## src/rtl/mips32_pkg.sv

```systemverilog
// ---------------------------------------------------------------------------
// mips32_pkg
// Shared definitions for the MIPS32 program loader: the loader state
// encoding, the HLT opcode and the default memory geometry.
// Ports: none (package).
// ---------------------------------------------------------------------------
package mips32_pkg;

    // Loader sequencing states
    typedef enum logic [2:0] {
        ST_IDLE  = 3'd0,
        ST_LOAD  = 3'd1,
        ST_START = 3'd2,
        ST_RUN   = 3'd3,
        ST_DONE  = 3'd4,
        ST_ERROR = 3'd5
    } loader_state_t;

    // Primary opcode of the core's HLT instruction
    localparam logic [5:0] HLT_OPCODE = 6'h3f;

    // Default instruction-memory geometry
    localparam int DEF_ADDR_W    = 10;
    localparam int DEF_MAX_WORDS = 1024;

endpackage

```

## src/rtl/mips32_loader_csum.sv

```systemverilog
// ---------------------------------------------------------------------------
// mips32_loader_csum
// Running XOR accumulator over the program words of one load. Used only
// when MIPS32_LOADER_CHECKSUM_EN is defined.
// Ports:
//   clk, rst  : clock, asynchronous active-high reset
//   i_clr     : synchronous clear of the accumulator
//   i_en      : fold i_data into the accumulator
//   i_data    : program word
//   i_cmp     : value to compare against the current accumulator
//   o_match   : accumulator equals i_cmp
// ---------------------------------------------------------------------------
module mips32_loader_csum (
    input  logic        clk,
    input  logic        rst,
    input  logic        i_clr,
    input  logic        i_en,
    input  logic [31:0] i_data,
    input  logic [31:0] i_cmp,
    output logic        o_match
);

    logic [31:0] r_acc;

    // XOR accumulator, cleared at the start of every load
    always_ff @(posedge clk or posedge rst) begin
        if (rst) begin
            r_acc <= 32'h0000_0000;
        end else if (i_clr) begin
            r_acc <= 32'h0000_0000;
        end else if (i_en) begin
            r_acc <= r_acc ^ i_data;
        end else begin
            r_acc <= r_acc;
        end
    end

    // Compare is against the accumulator before the checksum beat itself
    assign o_match = (r_acc == i_cmp);

endmodule

```

## src/rtl/mips32_prog_loader.sv

```systemverilog
// ---------------------------------------------------------------------------
// mips32_prog_loader
// Streams 32-bit instruction words into the MIPS32 core's instruction
// memory from address 0, holds the core while loading, pulses core_start
// once the last word has committed, then watches core_halted for completion.
// Optional feature macro: MIPS32_LOADER_CHECKSUM_EN -- the in_last beat is
// an XOR checksum of the prior words and is not written.
// Ports:
//   clk, rst                  : clock, asynchronous active-high reset
//   in_valid/in_ready/in_data/in_last : program word stream
//   mem_we/mem_addr/mem_wdata : instruction-memory write port
//   core_hold, core_start     : core control (hold, one-cycle start)
//   core_halted               : core HALTED flag
//   reload                    : return from DONE/ERROR to IDLE
//   word_count, done, err     : status
// ---------------------------------------------------------------------------
module mips32_prog_loader
    import mips32_pkg::*;
#(
    parameter int ADDR_W    = DEF_ADDR_W,
    parameter int MAX_WORDS = DEF_MAX_WORDS
) (
    input  logic              clk,
    input  logic              rst,
    input  logic              in_valid,
    output logic              in_ready,
    input  logic [31:0]       in_data,
    input  logic              in_last,
    output logic              mem_we,
    output logic [ADDR_W-1:0] mem_addr,
    output logic [31:0]       mem_wdata,
    output logic              core_hold,
    output logic              core_start,
    input  logic              core_halted,
    input  logic              reload,
    output logic [ADDR_W:0]   word_count,
    output logic              done,
    output logic              err
);

    localparam logic [ADDR_W:0] LP_LAST_IDX = (ADDR_W+1)'(MAX_WORDS - 1);
    localparam logic [ADDR_W:0] LP_WC_ONE   = (ADDR_W+1)'(1);

    loader_state_t     r_state, w_state_n;
    logic              r_in_ready, w_in_ready_n;
    logic              r_mem_we, w_mem_we_n;
    logic [ADDR_W-1:0] r_mem_addr, w_mem_addr_n;
    logic [31:0]       r_mem_wdata, w_mem_wdata_n;
    logic              r_core_hold, w_core_hold_n;
    logic              r_core_start, w_core_start_n;
    logic [ADDR_W:0]   r_word_count, w_word_count_n;
    logic              r_done, w_done_n;
    logic              r_err, w_err_n;
    // A final or overflowing beat was accepted; resolve it once its write commits
    logic              r_pend, w_pend_n;
    logic              r_pend_err, w_pend_err_n;

    logic              w_accept;
    logic              w_csum_beat;
    logic              w_csum_match;

    assign w_accept = in_valid & r_in_ready;

`ifdef MIPS32_LOADER_CHECKSUM_EN
    logic w_csum_clr;
    logic w_csum_en;

    mips32_loader_csum u_csum (
        .clk     (clk),
        .rst     (rst),
        .i_clr   (w_csum_clr),
        .i_en    (w_csum_en),
        .i_data  (in_data),
        .i_cmp   (in_data),
        .o_match (w_csum_match)
    );

    assign w_csum_beat = in_last;
`else
    assign w_csum_beat  = 1'b0;
    assign w_csum_match = 1'b1;
`endif

    // Next-state and next-output computation
    always_comb begin
        w_state_n      = r_state;
        w_in_ready_n   = r_in_ready;
        w_mem_we_n     = 1'b0;
        w_mem_addr_n   = r_mem_addr;
        w_mem_wdata_n  = r_mem_wdata;
        w_core_hold_n  = r_core_hold;
        w_core_start_n = 1'b0;
        w_word_count_n = r_word_count;
        w_done_n       = r_done;
        w_err_n        = r_err;
        w_pend_n       = r_pend;
        w_pend_err_n   = r_pend_err;
`ifdef MIPS32_LOADER_CHECKSUM_EN
        w_csum_clr     = 1'b0;
        w_csum_en      = 1'b0;
`endif

        case (r_state)
            ST_IDLE, ST_LOAD: begin
                if (r_pend) begin
                    // Last write is committing on this edge
                    w_pend_n = 1'b0;
                    if (r_pend_err) begin
                        w_state_n     = ST_ERROR;
                        w_err_n       = 1'b1;
                        w_core_hold_n = 1'b1;
                    end else begin
                        w_state_n      = ST_START;
                        w_core_start_n = 1'b1;
                        w_core_hold_n  = 1'b0;
                    end
                end else if (w_accept) begin
                    w_state_n = ST_LOAD;
                    if (w_csum_beat) begin
                        // Checksum beat: compared, never written
                        w_pend_n     = 1'b1;
                        w_pend_err_n = ~w_csum_match;
                        w_in_ready_n = 1'b0;
                    end else begin
                        w_mem_we_n     = 1'b1;
                        w_mem_addr_n   = r_word_count[ADDR_W-1:0];
                        w_mem_wdata_n  = in_data;
                        w_word_count_n = r_word_count + LP_WC_ONE;
`ifdef MIPS32_LOADER_CHECKSUM_EN
                        w_csum_en      = 1'b1;
`endif
                        if (in_last) begin
                            w_pend_n     = 1'b1;
                            w_pend_err_n = 1'b0;
                            w_in_ready_n = 1'b0;
                        end else if (r_word_count == LP_LAST_IDX) begin
                            // Capacity reached without in_last
                            w_pend_n     = 1'b1;
                            w_pend_err_n = 1'b1;
                            w_in_ready_n = 1'b0;
                        end else begin
                            w_pend_n = 1'b0;
                        end
                    end
                end else begin
                    w_state_n = r_state;
                end
            end
            ST_START: begin
                w_core_hold_n = 1'b0;
                if (core_halted) begin
                    w_state_n = ST_DONE;
                    w_done_n  = 1'b1;
                end else begin
                    w_state_n = ST_RUN;
                end
            end
            ST_RUN: begin
                w_core_hold_n = 1'b0;
                if (core_halted) begin
                    w_state_n = ST_DONE;
                    w_done_n  = 1'b1;
                end else begin
                    w_state_n = ST_RUN;
                end
            end
            ST_DONE, ST_ERROR: begin
                if (reload) begin
                    w_state_n      = ST_IDLE;
                    w_word_count_n = '0;
                    w_done_n       = 1'b0;
                    w_err_n        = 1'b0;
                    w_core_hold_n  = 1'b1;
                    w_in_ready_n   = 1'b1;
`ifdef MIPS32_LOADER_CHECKSUM_EN
                    w_csum_clr     = 1'b1;
`endif
                end else begin
                    w_state_n = r_state;
                end
            end
            default: begin
                w_state_n      = ST_IDLE;
                w_in_ready_n   = 1'b1;
                w_core_hold_n  = 1'b1;
                w_word_count_n = '0;
                w_done_n       = 1'b0;
                w_err_n        = 1'b0;
                w_pend_n       = 1'b0;
                w_pend_err_n   = 1'b0;
            end
        endcase
    end

    // State and registered outputs
    always_ff @(posedge clk or posedge rst) begin
        if (rst) begin
            r_state      <= ST_IDLE;
            r_in_ready   <= 1'b1;
            r_mem_we     <= 1'b0;
            r_mem_addr   <= '0;
            r_mem_wdata  <= 32'h0000_0000;
            r_core_hold  <= 1'b1;
            r_core_start <= 1'b0;
            r_word_count <= '0;
            r_done       <= 1'b0;
            r_err        <= 1'b0;
            r_pend       <= 1'b0;
            r_pend_err   <= 1'b0;
        end else begin
            r_state      <= w_state_n;
            r_in_ready   <= w_in_ready_n;
            r_mem_we     <= w_mem_we_n;
            r_mem_addr   <= w_mem_addr_n;
            r_mem_wdata  <= w_mem_wdata_n;
            r_core_hold  <= w_core_hold_n;
            r_core_start <= w_core_start_n;
            r_word_count <= w_word_count_n;
            r_done       <= w_done_n;
            r_err        <= w_err_n;
            r_pend       <= w_pend_n;
            r_pend_err   <= w_pend_err_n;
        end
    end

    assign in_ready   = r_in_ready;
    assign mem_we     = r_mem_we;
    assign mem_addr   = r_mem_addr;
    assign mem_wdata  = r_mem_wdata;
    assign core_hold  = r_core_hold;
    assign core_start = r_core_start;
    assign word_count = r_word_count;
    assign done       = r_done;
    assign err        = r_err;

endmodule

```

## config.mk

```make
export PLATFORM = sky130hd
export DESIGN_NAME = mips32_prog_loader
export DESIGN_NICKNAME = d
export VERILOG_FILES = /design/src/rtl/mips32_pkg.sv /design/src/rtl/mips32_loader_csum.sv /design/src/rtl/mips32_prog_loader.sv
export SDC_FILE = /design/constraint.sdc
export NUM_CORES = 1
export LEC_CHECK = 0
export ABC_AREA = 1
export CORE_ASPECT_RATIO = 0.9
export CORE_UTILIZATION = 40
export DETAILED_ROUTE_END_ITERATION = 8
export HOLD_SLACK_MARGIN = 0.06
export PLACE_DENSITY = 0.85
export SETUP_SLACK_MARGIN = 0.02
export SLEW_MARGIN = 15
export SYNTH_ARGS = -nofsm -noshare
export SYNTH_HDL_FRONTEND = slang
export SYNTH_SLANG_ARGS = --single-unit
```

## constraint.sdc

```tcl
create_clock -name clk -period 2.4 [get_ports clk]
set_input_delay 0.72 -clock clk [delete_from_list [all_inputs] [get_ports clk]]
set_output_delay 0.72 -clock clk [all_outputs]
set_load 0.02 [all_outputs]
```

==> metrics.csv, run 1 <==
stage;metric;value;unit
placed_design;dpl.hpwl;4620;µm
routing;vias_per_cell;4.69;
timing;rsz0062_at_grt;false;
floorplanning;start_util;0.416;
timing;period_needed;2240;ps
placed_design;placedCellCount;500;
job;drv_cap;0;
final_layout;stdcell_count;516;
pwr;p_leak;1.91;nW
critical_path;slowest_delay;620;ps
routing;dr.pass1.iters;4;
routing;antenna_left;0;
yosys;ys_types;26;
status;run_status;complete, no violations;
critical_path;setup.worst_path.class;reg2out;
routing;wirelength;6490;µm
global_route;grt.overflow.total;0;
hold_path;hold-path-endpoint;mem_wdata[10]$_DFFE_PP0P_;
pwr;power_density;1280;nW/µm²
global_route;grt_pass1_vias;2285;
placed_design;globalplace.congestion;0.881;
timing;setup_slack;159;ps
timing;setup_tns;0;ps
clock_network;holdBufCountCts;0;
clock_network;clkTransAtPathRegs;70;ps
floorplanning;dieArea;7230;µm²
clock_network;h-tree-depth;3;
clock_network;cts_root_buf;clkbuf_8;
critical_path;crit_fanout;4;
clock_network;clockBufferDepth;2;
final_layout;final_common_cell;nand2_1;
hold_path;hp-class;reg2reg;
final_layout;utilization;0.607;
placed_design;dpl_worst_slack;158;ps
yosys;yosysSeqAreaShare;0.573;
critical_path;crit_buf_inv;1;
critical_path;critPathRequiredTime;1680;ps
clock_network;clock-sinks;63;
clock_network;cts_tree;yes;
final_layout;drive_gt1_frac;0.0822;
hold_path;hp-start;mem_wdata[10]$_DFFE_PP0P_;
global_route;grt_max_degree;50;
yosys;yosysWarnings;0;
critical_path;cp-end-kind;output pin;
final_layout;diodes;0;
final_layout;final_nets;463;
pwr;finalPower;5.15;mW
placed_design;portBuffers;96;
routing;vias;2421;
routing;routedWlPerCell;12.6;µm
routing;drc;0;
critical_path;crit_family;buffers and inverters;
floorplanning;die_h;80.8;µm
yosys;avgSynthCellArea;8.56;µm²
global_route;grt_antenna_before_repair;0;
yosys;netlist_area;2760;µm²
clock_network;post_cts.repair.setup_buffers;0;
critical_path;r2r_end;mem_addr[3]$_DFFE_PP0P_;
floorplanning;die_w;89.5;µm
global_route;track_usage;0.193;
floorplanning;rows;28;
floorplanning;coreArea;6620;µm²
yosys;synth_seq_cells;63;
timing;fin_worst_skew;5.84;ps
yosys;syn_inst;322;
critical_path;ff2ff_path_depth;6;
final_layout;synthToLayoutAreaGrowth;45.8;%
pwr;ir_drop;0.00124;V
timing;hold_viol_final;0;
critical_path;rrSetupSlack;480;ps
timing;max_freq;446;MHz
final_layout;layout_common_cells;nand2_1 (148), clkdlybuf4s50_1 (96), dfrtp_1 (61);
floorplanning;io_pins;97;
timing;final_max_slew_viol_count;0;
timing;relSlewSlack;0.487;
clock_network;clk_latency;330;ps
critical_path;cp.arrival;1520;ps
clock_network;cts_resized;0;
global_route;grt_pass1_wl;10500;µm
critical_path;start_kind;flop;
yosys;synth_fp_nets;364;
clock_network;cts_inserted_buffers;9;
timing;fin_crit_sh;0.934;
routing;drt-initial-drc-count;150;
timing;worstMarginPinSlew;769;ps
critical_path;cp_slowest_cell;clkdlybuf4s50_1;
hold_path;holdPathStages;2;
critical_path;cp_cell_sequence;clkdlybuf4s50_1;
timing;finalSetupViolations;0;
critical_path;timing.rr.start;r_state[1]$_DFFE_PP0P_;
where the power goes:
part	internal (mW)	switching [mW]	total (mW)	leakage [nW]
Sequential	1.46	0.245	1.70	0.810
Clock	0.747	0.400	1.15	0.130
Combinational	0.949	1.35	2.30	0.974
registers in the layout, summed over array words and instances, names as in the netlist:
signal,flops
mem_wdata,32
word_count,11
mem_addr,10
r_state,2
core_hold,1
core_start,1
done,1
err,1
in_ready,1
mem_we,1
r_pend,1
r_pend_err,1
worst register-to-register path, stage by stage (launching register included):
cell	delay, ps
dfrtp_1	370
inv_1	80
ha_1	350
nand2_2	180
nor2_4	50
inv_2	560
o21ai_0	190
area by class of cell:
type                       count  area (µm²)
tap                           90         113
clock inverter                 5         104
inverter                      22        82.6
timing repair buffer          99         983
multi-input combinational    226        1010
fill                         570        2600
sequential                    63        1580
clock buffer                  11         151
metrics by stage:
stage                     hold WS, ps  cell area, µm²
after detailed placement          457            3760
after global placement            454            3760
after CTS                         474            4020
final                             471            4020
after global routing              496            4020
after floorplan                   456            2760
cells by family (layout without fill, tap and decap cells):
group                      after synthesis  after routing  synth area share
adders and majority gates                4              4            0.0181
buffers and inverters                   33            137            0.0622
and+or+nand+nor                        195            195             0.293
DFF                                     63             63             0.573
AOI/OAI and AO/OA                       27             27            0.0544
worst max-delay path by stage:
| stage | startpoint | endpoint | slack, ps | depth (start not counted) |
|---|---|---|---|---|
| detailed placement | in_valid | mem_addr[6]$_DFFE_PP0P_ | 160 | 5 |
| CTS | in_ready$_DFFE_PP1P_ | in_ready | 130 | 1 |
| floorplan | rst | core_start$_DFF_PP0_ | 110 | 1 |
| global route | in_ready$_DFFE_PP1P_ | in_ready | 100 | 1 |
| finish | in_ready$_DFFE_PP1P_ | in_ready | 160 | 1 |
| global placement | in_valid | mem_addr[2]$_DFFE_PP0P_ | 230 | 5 |
routing by layer:
layer / routed length (µm) / up-vias / global-route usage
met3: 377 / 6 / 0.0508
met2: 3260 / 89 / 0.315
met5: 0 / - / 0
met4: 58 / 0 / 0.0778
met1: 2790 / 1134 / 0.244
li1: - / 1192 / -
synth_stat cells:
library cell	number	area, µm²
a21oi_1	3	15.0
a21oi_2	2	17.5
a31oi_1	1	6.26
buf_2	2	10.0
buf_4	4	30.0
buf_6	4	45.0
clkbuf_1	1	3.75
dfrtp_1	61	1530
dfstp_2	2	52.6
ha_1	4	50.1
inv_1	21	78.8
inv_2	1	3.75
nand2_1	148	556
nand2_2	6	37.5
nand2_4	1	11.3
nand3_1	12	60.1
nand4_1	4	25.0
nor2_1	20	75.1
nor2_2	1	6.26
nor2_4	1	11.3
nor2_8	1	20.0
nor3_1	1	5.00
o21a_1	2	15.0
o21ai_0	17	85.1
o21ai_1	1	5.00
o22ai_1	1	6.26
Note: power is estimated with default switching activity, not from simulation.
==> inputs of run 2 (changes only) <==
CTS_CLUSTER_DIAMETER = 40   (was default)
==> results of run 2 <==
The final DEF is identical to that of run 1; final timing and power are the same.
==> inputs of run 3 (changes only) <==
SLEW_MARGIN = 0   (was 15)
==> results of run 3 <==
The final DEF is identical to that of run 1; final timing and power are the same.
